### src/rtl/seq_pattern_pkg.sv
// seq_pattern_pkg: FSM state encodings shared by the pattern transmitter and the sequence detectors.
package seq_pattern_pkg;
   typedef enum logic [1:0] {
      IDLE   = 2'd0,
      SHIFT  = 2'd1,
      PARITY = 2'd2,
      DONE   = 2'd3
   } state_t;
endpackage

### src/rtl/seq_shift_reg.sv
// seq_shift_reg: parallel-load, MSB-first shift register; load wins over shift.
module seq_shift_reg #(
   parameter int PAT_W = 4
) (
   input  logic             clk,
   input  logic             reset_n,
   input  logic             load,
   input  logic             shift,
   input  logic [PAT_W-1:0] din,
   output logic             msb
);
   logic [PAT_W-1:0] q;

   always_ff @(posedge clk or negedge reset_n)
      if (!reset_n) q <= '0;
      else if (load) q <= din;
      else if (shift) q <= {q[PAT_W-2:0], 1'b0};

   assign msb = q[PAT_W-1];
endmodule

### src/rtl/seq_pattern_tx.sv
// seq_pattern_tx: repeating serial pattern transmitter with load handshake and abort.
// Define SEQ_PATTERN_TX_PARITY_EN to append an even-parity bit after every frame.
module seq_pattern_tx
   import seq_pattern_pkg::*;
#(
   parameter int PAT_W = 4,
   parameter int CNT_W = 8
) (
   input  logic             clk,
   input  logic             reset_n,
   input  logic             load_valid,
   output logic             load_ready,
   input  logic [PAT_W-1:0] load_pattern,
   input  logic [CNT_W-1:0] load_repeat,
   input  logic             abort,
   output logic             data_out,
   output logic             data_out_valid,
   output logic             busy,
   output logic             done
);
   localparam int BW = $clog2(PAT_W);
   localparam logic [BW-1:0] LAST = BW'(PAT_W - 1);

   state_t state, state_nx;
   logic [PAT_W-1:0] pat;
   logic [CNT_W-1:0] rem;
   logic [BW-1:0] bit_cnt;
   logic accept, reload, sr_shift, frame_end, sr_msb;

   always_ff @(posedge clk or negedge reset_n)
      if (!reset_n) state <= IDLE;
      else state <= state_nx;

   always_comb begin
      state_nx = state;
      accept = 1'b0;
      sr_shift = 1'b0;
      frame_end = 1'b0;
      case (state)
         IDLE: begin
            accept = load_valid;
            state_nx = load_valid ? SHIFT : IDLE;
         end
`ifdef SEQ_PATTERN_TX_PARITY_EN
         SHIFT: begin
            sr_shift = bit_cnt != '0;
            state_nx = (bit_cnt != '0) ? SHIFT : PARITY;
         end
         PARITY: frame_end = 1'b1;
`else
         SHIFT: begin
            sr_shift = bit_cnt != '0;
            frame_end = bit_cnt == '0;
         end
`endif
         DONE: state_nx = IDLE;
         default: state_nx = IDLE;
      endcase
      // rem==0 means continuous; only a count of exactly one ends the run
      if (frame_end) state_nx = (rem == CNT_W'(1)) ? DONE : SHIFT;
      reload = frame_end && (rem != CNT_W'(1)) && !abort;
      if (abort) begin
         state_nx = IDLE;
         accept = 1'b0;
         sr_shift = 1'b0;
      end
   end

   always_ff @(posedge clk or negedge reset_n)
      if (!reset_n) begin
         pat <= '0;
         rem <= '0;
         bit_cnt <= '0;
      end else if (accept) begin
         pat <= load_pattern;
         rem <= load_repeat;
         bit_cnt <= LAST;
      end else if (reload) begin
         bit_cnt <= LAST;
         rem <= (rem != '0) ? rem - CNT_W'(1) : rem;
      end else if (sr_shift) bit_cnt <= bit_cnt - BW'(1);

   seq_shift_reg #(.PAT_W(PAT_W)) u_sr (
      .clk     (clk),
      .reset_n (reset_n),
      .load    (accept || reload),
      .shift   (sr_shift),
      .din     (accept ? load_pattern : pat),
      .msb     (sr_msb)
   );

   assign load_ready = (state == IDLE) && !abort;
   assign busy = state != IDLE;
   assign done = state == DONE;
`ifdef SEQ_PATTERN_TX_PARITY_EN
   assign data_out_valid = (state == SHIFT) || (state == PARITY);
   assign data_out = (state == SHIFT) ? sr_msb : (state == PARITY) && (^pat);
`else
   assign data_out_valid = state == SHIFT;
   assign data_out = data_out_valid && sr_msb;
`endif
endmodule
### config.mk
export PLATFORM = sky130hd
export DESIGN_NAME = seq_pattern_tx
export DESIGN_NICKNAME = d
export VERILOG_FILES = /design/src/rtl/seq_pattern_pkg.sv /design/src/rtl/seq_shift_reg.sv /design/src/rtl/seq_pattern_tx.sv
export SDC_FILE = /design/constraint.sdc
export NUM_CORES = 1
export LEC_CHECK = 0
export CORE_ASPECT_RATIO = 1.4
export CORE_MARGIN = 5
export CORE_UTILIZATION = 40
export CTS_BUF_LIST = sky130_fd_sc_hd__clkbuf_4 sky130_fd_sc_hd__clkbuf_8 sky130_fd_sc_hd__clkbuf_16
export CTS_CLUSTER_SIZE = 30
export DETAILED_ROUTE_END_ITERATION = 8
export DONT_BUFFER_PORTS = 1
export GPL_ROUTABILITY_DRIVEN = 0
export PLACE_DENSITY = 0.62
export SYNTH_ARGS = -nofsm -noshare
export SYNTH_HDL_FRONTEND = slang
export SYNTH_SLANG_ARGS = --single-unit
### constraint.sdc
create_clock -name clk -period 3.2 [get_ports clk]
set_clock_uncertainty 0.1 [all_clocks]
set_input_delay 0.64 -clock clk [delete_from_list [all_inputs] [get_ports clk]]
set_output_delay 0.64 -clock clk [all_outputs]
set_load 0.02 [all_outputs]
# Word level (Yosys, flattened, before mapping)
# Index checks and enable logic that the tools add are counted.
# totals
ff_bits,20
in_bits,16
out_inout_bits,5
elab_cells,47
# op_classes
add_sub_neg,2
eq_ne,5
n_mux,19
n_reduce_logical,16
# op_table
cell,n
two-way mux 8 bit,3
two-way mux 2 bit,6
two-way mux 4 bit,3
nonzero test 2 bit,5
equality test 8 x 1 -> 1 bit (second input constant),1
inequality test 8 x 1 -> 1 bit (second input constant),1
nonzero test 8 bit,1
subtractor 8 x 1 -> 8 bit (second input constant),1
two-way mux 1 bit,6
logical AND 1 bit,4
logical NOT 2 bit,2
one-hot mux 2 bit (2 select lines),1
inequality test 3 x 2 -> 1 bit (second input constant),1
nonzero test 3 bit,1
equality test 2 x 1 -> 1 bit (second input constant),1
equality test 2 bit (second input constant),1
AND reduction 2 bit,1
subtractor 2 x 1 -> 2 bit (second input constant),1
logical NOT 1 bit,1
logical OR 1 bit,1

# Depth between registers and ports, before layout
# depth
word_depth,6
ltp_mapped,7
mapped_depth_nobuf,7

# Modules after synthesis
# Synthesis repeated with hierarchy kept, for this count alone.
# hier_totals
hier_cells,121
hier_area_um2,1124.8
# modules_own_cells
module,instances,cells_each,area_each_um2,seq_area_each_um2
seq_pattern_tx,1,106,955.9,400.4
seq_shift_reg,1,15,168.9,100.1

# Least setup slack after synthesis
# No wires, ideal clock.
# synth_path
kind,input -> register
start,input port abort
end,register u_sr.q[0]
setup_ns,0.132
arrival_ns,2.071
t_required_ns,2.968
path_slack_ns,0.897
stages,6
path_buffers,1
path_cell_list,nor3_1 -> and2_1 -> buf_2 -> mux2_2 -> nor2_1 -> a21oi_1
# synth_via
word_cells_on_any_way,8
cone_classes,4 x mux; 4 x reduce/logical
# synth_rtl
element,line,rtl
start: declaration,seq_pattern_tx.sv:15,"input logic abort,"
two-way mux 1 bit,seq_pattern_tx.sv:62,if (abort) begin
two-way mux 4 bit,seq_pattern_tx.sv:88,".din (accept ? load_pattern : pat),"
named net u_sr.din[0],seq_shift_reg.sv:9,"input logic [PAT_W-1:0] din,"
two-way mux 4 bit,seq_shift_reg.sv:16,else if (load) q <= din;
end signal: assignment,seq_shift_reg.sv:16,
end signal: assignment,seq_shift_reg.sv:17,"else if (shift) q <= {q[PAT_W-2:0], 1'b0};"
end: declaration,seq_shift_reg.sv:12,logic [PAT_W-1:0] q;
# The timed path passes the listed nets, and every way through them passes these cells.
# A chain may end at the register's enable or synchronous reset.

# Final worst setup path
# layout_path
start,register rem[7]
end,register u_sr.q[1]
# layout_via
elab_chain_cells,5
word_cells_on_any_way,6
cone_classes,1 x eq/ne; 1 x mux; 4 x reduce/logical
# layout_rtl
element,line,rtl
start: declaration,seq_pattern_tx.sv:26,logic [CNT_W-1:0] rem;
start signal: assignment,seq_pattern_tx.sv:76,rem <= load_repeat;
start signal: assignment,seq_pattern_tx.sv:80,rem <= (rem != '0) ? rem - CNT_W'(1) : rem;
inequality test 8 x 1 -> 1 bit *,seq_pattern_tx.sv:61,reload = frame_end && (rem != CNT_W'(1)) && !abort;
logical AND 1 bit * (2 in series),seq_pattern_tx.sv:61,
logical OR 1 bit *,seq_pattern_tx.sv:86,".load (accept || reload),"
two-way mux 4 bit or nonzero test 2 bit (tied branches),--,
# Mark *: on every way between the ends. The rest lies on a longest branch, timed or not.

==> results.md <==
* Slew Limit Fails at 0
* Port bufs at 0
* Total power at between 700 and 800 uW
* CTS tree: built
* Largest family of logic cells by synthesized area: simple AND/OR/NAND/NOR gates
* Clock buffer depth at 2
* Setup bufs post-CTS at 0
* Vias post-DR at 767
* Remaining routing DRC violations at 0
* Crit. End Element: flop
* Detailed placement HPWL at 1650 um
* Yosys warnings at 0
* Fin crit share at 68.9%
* Most frequent cells in the layout: dfrtp_1, nand2_1, inv_1, nor2_1, a21oi_1
* DRT Wirelength at roughly 2100 um
* Setup TNS Final at 0 ns
* Clk_lat worst skew at roughly 0.30 ns
* Per-cell routed wire length at 14.3 um
* Run status: finished, final reports clean
* Post-synthesis adder-cell area fraction at 4.73%
* N_diodes at 0
* ANT nets after route at 0
* Die area at 0.00379 sq mm
* RR Endpoint: u_sr.q[1]
* Distinct cells, synth at 28
* GR Overflow Total at 0
* Arrival time worst endpoint at between 2 and 2.5 ns
* Clock root cell: clkbuf_4
* Hold path cells at 1
* Post-Syn Area at 0.00106 sq mm
* Simple-gate share of the synthesized area at 20.9%
* Synth Area in Compound Gates at 11.6%
* Slew @ Worst Pin at 0.934 ns
* Final Hold Vio Count at 0
* Vias in the first global route at approximately 790
* Max VDD drop at 0.340 mV
* Most common library cell in the layout ignoring fill and taps: dfrtp_1
* Switching share of power at 30.5%
* Flops & latches, synth at 20
* Setup crit start: rem[7]
* CORE AREA at 0.00259 sq mm
* Die X-Extent at about 53 um
* RSZ-0062 raised after global routing: false
* H-tree Lvls at 1
* Post-route minimum period at 2.20 ns
* P per Cell Area at 657 mW/mm^2
* Largest net degree at the start of global routing at 21
* FMAX at 454 MHz
* Num Clock Sinks at 20
* Sequential fraction of the synthesis area at ~47%
* Post-Synth XOR/XNOR Area at slightly below 5%
* # IOs at 21
* FF-to-FF path depth at 4
* Reg2reg start: rem[7]
* # rows at 22
* Nets at 133
* Flop2flop setup slack at 1.0 ns
* Initial antenna violation count at 0
* Critical path fanouts, max at 10
* Wire length of the first global-routing pass at 3590 um
* Sw Pwr at 234 uW
* Clk network pwr share at about 27%
* Die height at 70.8 um
* Yosys top cell by area: dfrtp_1
* Worst hold slack at 0.342 ns
* Post-synthesis net count at approximately 130
* Initial core utilization at 40.9%
* Cell internal pwr at 533 uW
* Avg Inst Size Synth at 9.79 sq um
* Share of cells above drive strength 1 at 13.4%
* DR iter-0 viols at 19
* Flop pwr share at between 40% and 50%
* Ranking of synthesized cells by area: dfrtp_1, ha_1, xnor2_1
* Relative slew slack at 37.5%
* Finished Core Util at around 45%
* Comb pwr share at approximately 25%
* Worst setup path endpoint: u_sr.q[1]
* Vias/cell at 5.18
* Post-route cell area at about 0.0012 sq mm
* Final setup violation count at 0
* Max-cap violations at 0
* Startpoint types: flop
* Post-synthesis mux area share at 6.04%
* Crit path kind: reg2reg
* Clock transition at path regs at 0.12 ns
* Area Growth Syn to Fin at 10.4%
* GRT Util Overall at 12.7%
* Cts bufs inserted at 3
* Cells after Synth at 108
* Min-Delay Path Class: in2reg
* Share of the synthesized area in the top cell type at between 40% and 50%
* DRT Pass-1 Iters at 4
* Worst path required time at 3.27 ns
* Post-DP Area at 0.00110 sq mm
* Leak Pwr at 0.509 nW
-- metrics by stage --
| stage | cells | setup slack (ns) |
|---|---|---|
| after global placement | 143 | 1.06 |
| after CTS | 148 | 0.992 |
| after floorplan | 108 | 0.897 |
| after detailed placement | 143 | 1.01 |
| final | 148 | 0.996 |
| after global routing | 148 | 0.898 |
-- logic make-up (layout without fill, tap and decap cells) --
logic type | after synthesis | in the layout
XOR/XNOR | 6 | 6
flip-flops | 20 | 20
AND/OR/NAND/NOR | 41 | 41
buffers and inverters | 12 | 16
AO/OA/AOI/OAI | 19 | 19
multiplexers | 6 | 6
adder cells (fa/ha/maj) | 4 | 4
-- timing repair --
item,in CTS,in global routing
setup endpoints to repair,0,0
resized for setup,0,0
hold buffers,1,0
endpoints found under the hold margin,20,0
-- sequential cells by signal, summed over array words and instances (netlist names) --
register,flops
u_sr.q,4
state,2
bit_cnt,2
rem,8
pat,4
-- routing by layer --
metal | up-vias | wire, um | global-route usage, %
li1 | 377 | - | -
met4 | 0 | 13 | 4.26
met5 | - | 0 | 0
met2 | 11 | 1170 | 22.2
met1 | 377 | 835 | 14.2
met3 | 2 | 107 | 3.79
-- synth_stat cells --
library cell,number
ha_1,4
nand3b_1,2
clkbuf_1,2
nand3_1,2
nand2b_1,1
nor3_1,5
or4_4,1
o211ai_1,2
or2_2,2
o221ai_1,2
a21oi_1,7
nor4b_1,1
buf_2,1
and4bb_2,1
o21ai_0,6
nand2_1,11
a21oi_4,1
xnor2_1,5
or3_1,2
mux2i_1,3
xor2_1,1
o2111ai_1,1
nor2_1,9
and2_1,3
mux2_2,3
dfrtp_1,20
or4b_4,1
inv_1,9
-- cell type report --
type / count / area, sq um
tap: 36 / 45.0
fill: 277 / 1420
inverter: 9 / 33.8
clock inverter: 1 / 30.0
sequential: 20 / 500
clock buffer: 3 / 22.5
multi-input combinational: 76 / 510
timing repair buffer: 3 / 25.0
-- how the worst min path moves through the flow --
stage | from | to
3_5_place_dp | reset_n | rem[3]
4_1_cts | abort | state[0]
3_3_place_gp | reset_n | rem[3]
6_report | abort | state[0]
2_1_floorplan | reset_n | bit_cnt[0]
5_1_grt | abort | state[0]
-- critical path, cell delays in order, from the launching register on --
cell,delay [ns]
dfrtp_1,0.42
or4_4,0.56
or4b_4,0.56
a21oi_4,0.28
o221ai_1,0.15
-- power groups by stage --
stage                     combinational (mW)  clock (mW)  sequential (mW)
after floorplan                        0.157           0            0.359
after global placement                 0.181           0            0.370
after detailed placement               0.189           0            0.372
after CTS                              0.196       0.213            0.368
after global routing                   0.220       0.227            0.376
final                                  0.192       0.207            0.367
Power figures use the tool's default switching activity.
==> RTL change 1 (same settings) <==
`CNT_W`: 8 -> 7.
--- a/src/rtl/seq_pattern_tx.sv
+++ b/src/rtl/seq_pattern_tx.sv
@@ -4,7 +4,7 @@
    import seq_pattern_pkg::*;
 #(
    parameter int PAT_W = 4,
-   parameter int CNT_W = 8
+   parameter int CNT_W = 7
 ) (
    input  logic             clk,
    input  logic             reset_n,
Interface: changed (resized load_repeat); port bits go from 21 to 20. The function was not compared with the original's and may differ.
==> RTL change 1 against the original RTL <==
- cell count shrank 18%
- power decreased by 12%
- critical path depth rose by 1
- synthesized area is 8.2% lower
- sequential cell count fell by 1
- worst setup slack improved by 0.081 ns
- final area decreased by 11%
- global-route usage fell by 0.59 points
- critical path type unchanged
- largest cell class is now registers
- routed wire length is 13% lower
==> RTL change 1: results (changes against the original RTL) <==
Status -> completed
First-pass GRT wire length -> 3130 um (-13%)
Initial antenna violation count -> 0 (unchanged)
Count of cell types in the netlist -> 30 (+7.1%)
Critical Path Fanout Max -> 20 (+10)
CP arrival -> 2.19 ns (-0.09 ns)
Worst vdd ir -> 0.387 mV (+14%)
Via count -> 663 (-14%)
Initial DRT Pass Iterations -> 3 (-1)
Share of cells above drive strength 1 -> 13.1% (-0.26 points)
P_leak -> 0.460 nW (-9.6%)
Layout Nets -> 118 (-11%)
Ant. Diodes -> 0 (unchanged)
Yosys warns -> 0 (unchanged)
Clk slew on worst S/H paths -> 0.10 ns (-0.02 ns)
Worst-Skew Late Latency -> 0.30 ns (about the same)
Top cells by area, synth -> dfrtp_1 (49%), nand2_1 (4.3%), ha_1 (3.9%)
Synth Area in Adders -> 3.87% (-0.87 points)
Mux share of post-synthesis cell area -> 5.41% (-0.62 points)
FILL cells -> 254 (-8.3%)
Pin count of the biggest net entering global routing -> 21 (unchanged)
H-tree depth -> 1 (unchanged)
Post-CTS sizing -> 0 (unchanged)
Setup Fix Bufs, Post-CTS -> 0 (unchanged)
Slew headroom -> 43.9% (+6.4 points)
CTS Buffer Depth -> 2 (unchanged)
Synth Area in Compound Gates -> 12.8% (+1.2 points)
Sequential element share of the synthesized area -> 49.0% (+1.6 points)
Top flop regs -> rem (7), pat (4), u_sr.q (4)
Routed WL per cell -> 15.1 um (+5.4%)
Global Route Usage Sum -> 12.2% (-0.59 points)
CTS root buf -> clkbuf_4
Asr flop ratio synth -> 100% (unchanged)
Number of global-route vias before repair -> 737 (-7.2%)
Initial DRC count -> 12 (-7)
Top cells by count, synth -> dfrtp_1 (19), nand2_1 (11), inv_1 (9)
Worst Hold Class -> input port to flip-flop
Cts hold-fix bufs -> 1 (unchanged)
Buffers on Ports -> 0 (unchanged)
Synth Area in XOR/XNOR -> 5.41% (+0.44 points)
Post-DP HPWL -> 1420 um (-14%)
Cell Int Power -> 0.450 mW (-15%)
Syn Nets -> 114 (-11%)
TritonCTS Buffers -> 3 (unchanged)
[RTL change 1: changes by cell type after synthesis, sizes merged, moves of 2 or more]
| cell | change |
|---|---|
| a21oi | -4 |
| nor2 | -4 |
| nor3 | -4 |
| nor4 | +2 |
[RTL change 1: final timing paths]
check | from | to | slack [ns] | cells past startpoint
max in group asynchronous | reset_n | u_sr.q[0] | 1.71 | 1
setup / recovery | state[0] | u_sr.q[0] | 1.08 | 5
min in group asynchronous | reset_n | rem[1] | 0.78 | 1
hold / removal | abort | state[1] | 0.29 | 1
setup reg to reg | state[0] | u_sr.q[0] | 1.08 | 5
hold reg to reg | pat[2] | pat[2] | 0.39 | 2
[RTL change 1: area by class of cell]
cell class | instances | area (um^2) | area share, %
multi-input combinational | 65 | 449 | 43.4
sequential | 19 | 475 | 45.9
timing repair buffer | 2 | 17.5 | 1.69
clock buffer | 4 | 30.0 | 2.90
tap | 23 | 28.8 | 2.78
inverter | 9 | 33.8 | 3.26
[RTL change 1: logic make-up (layout without fill, tap and decap cells)]
kind of cell               count (synthesis)  in the layout
AOI/OAI and AO/OA                         17             17
and+or+nand+nor                           34             34
buffers and inverters                     12             15
DFF                                       19             19
muxes                                      5              5
adders and majority gates                  3              3
xor gates and xnor gates                   6              6
[RTL change 1: power by group through the flow]
| stage | Combinational [mW] | Clock [mW] | Sequential (mW) |
|---|---|---|---|
| 2_1_floorplan | 0.162 | 0 | 0.345 |
| 3_3_place_gp | 0.182 | 0 | 0.356 |
| 3_5_place_dp | 0.189 | 0 | 0.360 |
| 4_1_cts | 0.197 | 0.137 | 0.356 |
| 5_1_grt | 0.219 | 0.144 | 0.365 |
| 6_report | 0.194 | 0.129 | 0.355 |
[RTL change 1: per-stage QoR]
stage	hold slack, ns	std cells	power (mW)	instance area [um^2]	setup WS, ns
after floorplan	0.244	96	0.507	971	0.907
after global placement	0.245	117	0.538	995	0.969
after detailed placement	0.245	117	0.549	995	0.857
after CTS	0.287	122	0.689	1030	1.03
after global routing	0.281	122	0.729	1030	0.858
final	0.295	122	0.678	1030	1.08
[RTL change 1: critical path, cell delays in order, from the launching register on]
cell and delay (ns):
dfrtp_1 0.42, nor3_1 0.27, and2_1 0.62, mux2_2 0.43, nor2_1 0.10, a21oi_1 0.05
[RTL change 1: routing by layer]
metal	track usage (%)	wire, um
met1	12.0	757
met2	21.8	902
met3	4.36	140
met4	6.89	43
met5	0	0
==> RTL change 2 (same flow settings) <==
Without the edit above. The 4 states of `state_t` get a Gray code encoding in 2 bits.
--- a/src/rtl/seq_pattern_pkg.sv
+++ b/src/rtl/seq_pattern_pkg.sv
@@ -1,10 +1,10 @@
 // seq_pattern_pkg: FSM state encodings shared by the pattern transmitter and the sequence detectors.
 package seq_pattern_pkg;
    typedef enum logic [1:0] {
-      IDLE   = 2'd0,
-      SHIFT  = 2'd1,
-      PARITY = 2'd2,
-      DONE   = 2'd3
+      IDLE   = 2'b00,
+      SHIFT  = 2'b01,
+      PARITY = 2'b11,
+      DONE   = 2'b10
    } state_t;
 endpackage
 
Formal check against the unedited RTL: same outputs for any inputs over 10 cycles, from zero or initial values and one cycle with reset_n low; not proved beyond that.
==> RTL change 2 against the original RTL <==
- final area grew 0.32%
- largest cell class unchanged
- routed wire length is 1.6% higher
- first-iteration DRC count increased by 21%
- die area grew 1.8%
- hold slack improved by 0.00055 ns
- via count is 0.65% higher
- sequential cell count unchanged
- cell count is 1.4% lower
- maximum frequency grew 0.32%
- power increased by 16%
- largest power group unchanged
- synthesized area grew 2.1%
- worst setup slack gained 0.0071 ns
- critical endpoint unchanged
==> RTL change 2: results (changes against the original RTL) <==
Status -> completed
Top cells by area, synth -> dfrtp_1 (46%), ha_1 (4.6%), nand2_1 (4.5%)
Routed WL per cell -> 14.8 um (+3.0%)
CTS Buffer Depth -> 2 (unchanged)
Worst-Skew Late Latency -> 0.30 ns (about the same)
Buffers on Ports -> 0 (unchanged)
Slowest cell on the critical path -> nor3_2
Initial DRT Pass Iterations -> 4 (unchanged)
CP arrival -> 2.30 ns (+0.02 ns)
Register-to-Register Path Depth -> 5 (+1)
Met1 Usage GRT -> 16.9% (+2.7 points)
Slowest cell delay on critical path -> 0.48 ns (-0.08 ns)
Sw Ratio -> 33.5% (+3.0 points)
Asr flop ratio synth -> 100% (unchanged)
Via count -> 772 (+0.65%)
Initial DRC count -> 23 (+4)
FILL cells -> 250 (-9.7%)
Top cells by count, synth -> dfrtp_1 (20), nand2_1 (13), nor2_1 (10)
Initial antenna violation count -> 0 (unchanged)
GR Util met3 -> 2.49% (-1.3 points)
Hold_ws -> 0.342 ns (+0.000553 ns)
Hold path startpoint -> load_repeat[6]
Worst hold path stage count -> 2 (+1)
Global Route Usage Sum -> 13.4% (+0.61 points)
Crit. Startpoint -> state[1]
Worst vdd ir -> 0.345 mV (+1.4%)
Layout Nets -> 131 (-1.5%)
Post-CTS sizing -> 0 (unchanged)
First-pass GRT wire length -> 3830 um (+6.7%)
Count of cell types in the netlist -> 34 (+21%)
H-tree depth -> 1 (unchanged)
P_leak -> 0.510 nW (+0.18%)
Measured slew at the worst slew-check pin -> 0.908 ns (-0.0264 ns)
Number of flops mapped to enable cells by yosys -> 0 (unchanged)
Hold Path End -> rem[6]
Number of global-route vias before repair -> 838 (+5.5%)
Yosys warns -> 0 (unchanged)
Sequential element share of the synthesized area -> 46.3% (-0.99 points)
Post-DP HPWL -> 1670 um (+1.7%)
Critical Path Fanout Max -> 19 (+9)
Main synth FF type -> dfrtp_1
Share of cells above drive strength 1 -> 10.9% (-2.5 points)
Met2 Usage GRT -> 21.4% (-0.81 points)
Reg2reg end -> u_sr.q[1]
-- RTL change 2: through the flow --
stage               area [um^2]  total power, mW  worst slack (ns)  instances
finish                     1170            0.892              1.00        146
global route               1170            0.967             0.913        146
CTS                        1170            0.904             0.989        146
detailed placement         1110            0.685             0.868        141
global placement           1110            0.673             0.918        141
floorplan                  1080            0.631              1.02        107
-- RTL change 2: final cells by class --
cell class	count	area [um^2]	share of cell area, %
well taps	36	45.0	3.85
inverters	6	22.5	1.92
flip-flops and latches	20	500	42.7
repair buffers	1	10.0	0.855
clock inverters	1	30.0	2.56
clock buffers	3	22.5	1.92
multi-input cells	79	541	46.2
-- RTL change 2: power by group through the flow --
| stage | Combinational (mW) | Sequential, mW | Clock (mW) |
|---|---|---|---|
| floorplan | 0.232 | 0.399 | 0 |
| finish | 0.271 | 0.411 | 0.210 |
| global placement | 0.258 | 0.415 | 0 |
| CTS | 0.277 | 0.411 | 0.215 |
| detailed placement | 0.270 | 0.415 | 0 |
| global route | 0.320 | 0.421 | 0.225 |
-- RTL change 2: worst max path at each step --
stage,end,slack (ns),cells past startpoint
5_1_grt,u_sr.q[3],0.91,5
3_5_place_dp,u_sr.q[1],0.87,5
2_1_floorplan,u_sr.q[1],1.02,6
3_3_place_gp,u_sr.q[1],0.92,5
4_1_cts,u_sr.q[1],0.99,5
6_report,u_sr.q[1],1.00,5
-- RTL change 2: logic make-up after synthesis --
family	Yosys count	synth area share [%]
DFF	20	46.3
xor gates and xnor gates	6	4.87
adders and majority gates	4	4.64
buffers and inverters	8	3.59
and+or+nand+nor	45	23.2
AOI/OAI and AO/OA	18	10.5
muxes	6	6.84
-- RTL change 2: metal layers --
metal / share of wire, % / up-vias
li1: - / 376
met5: 0 / -
met4: 0.60 / 0
met1: 40 / 379
met2: 55 / 15
met3: 4.7 / 2
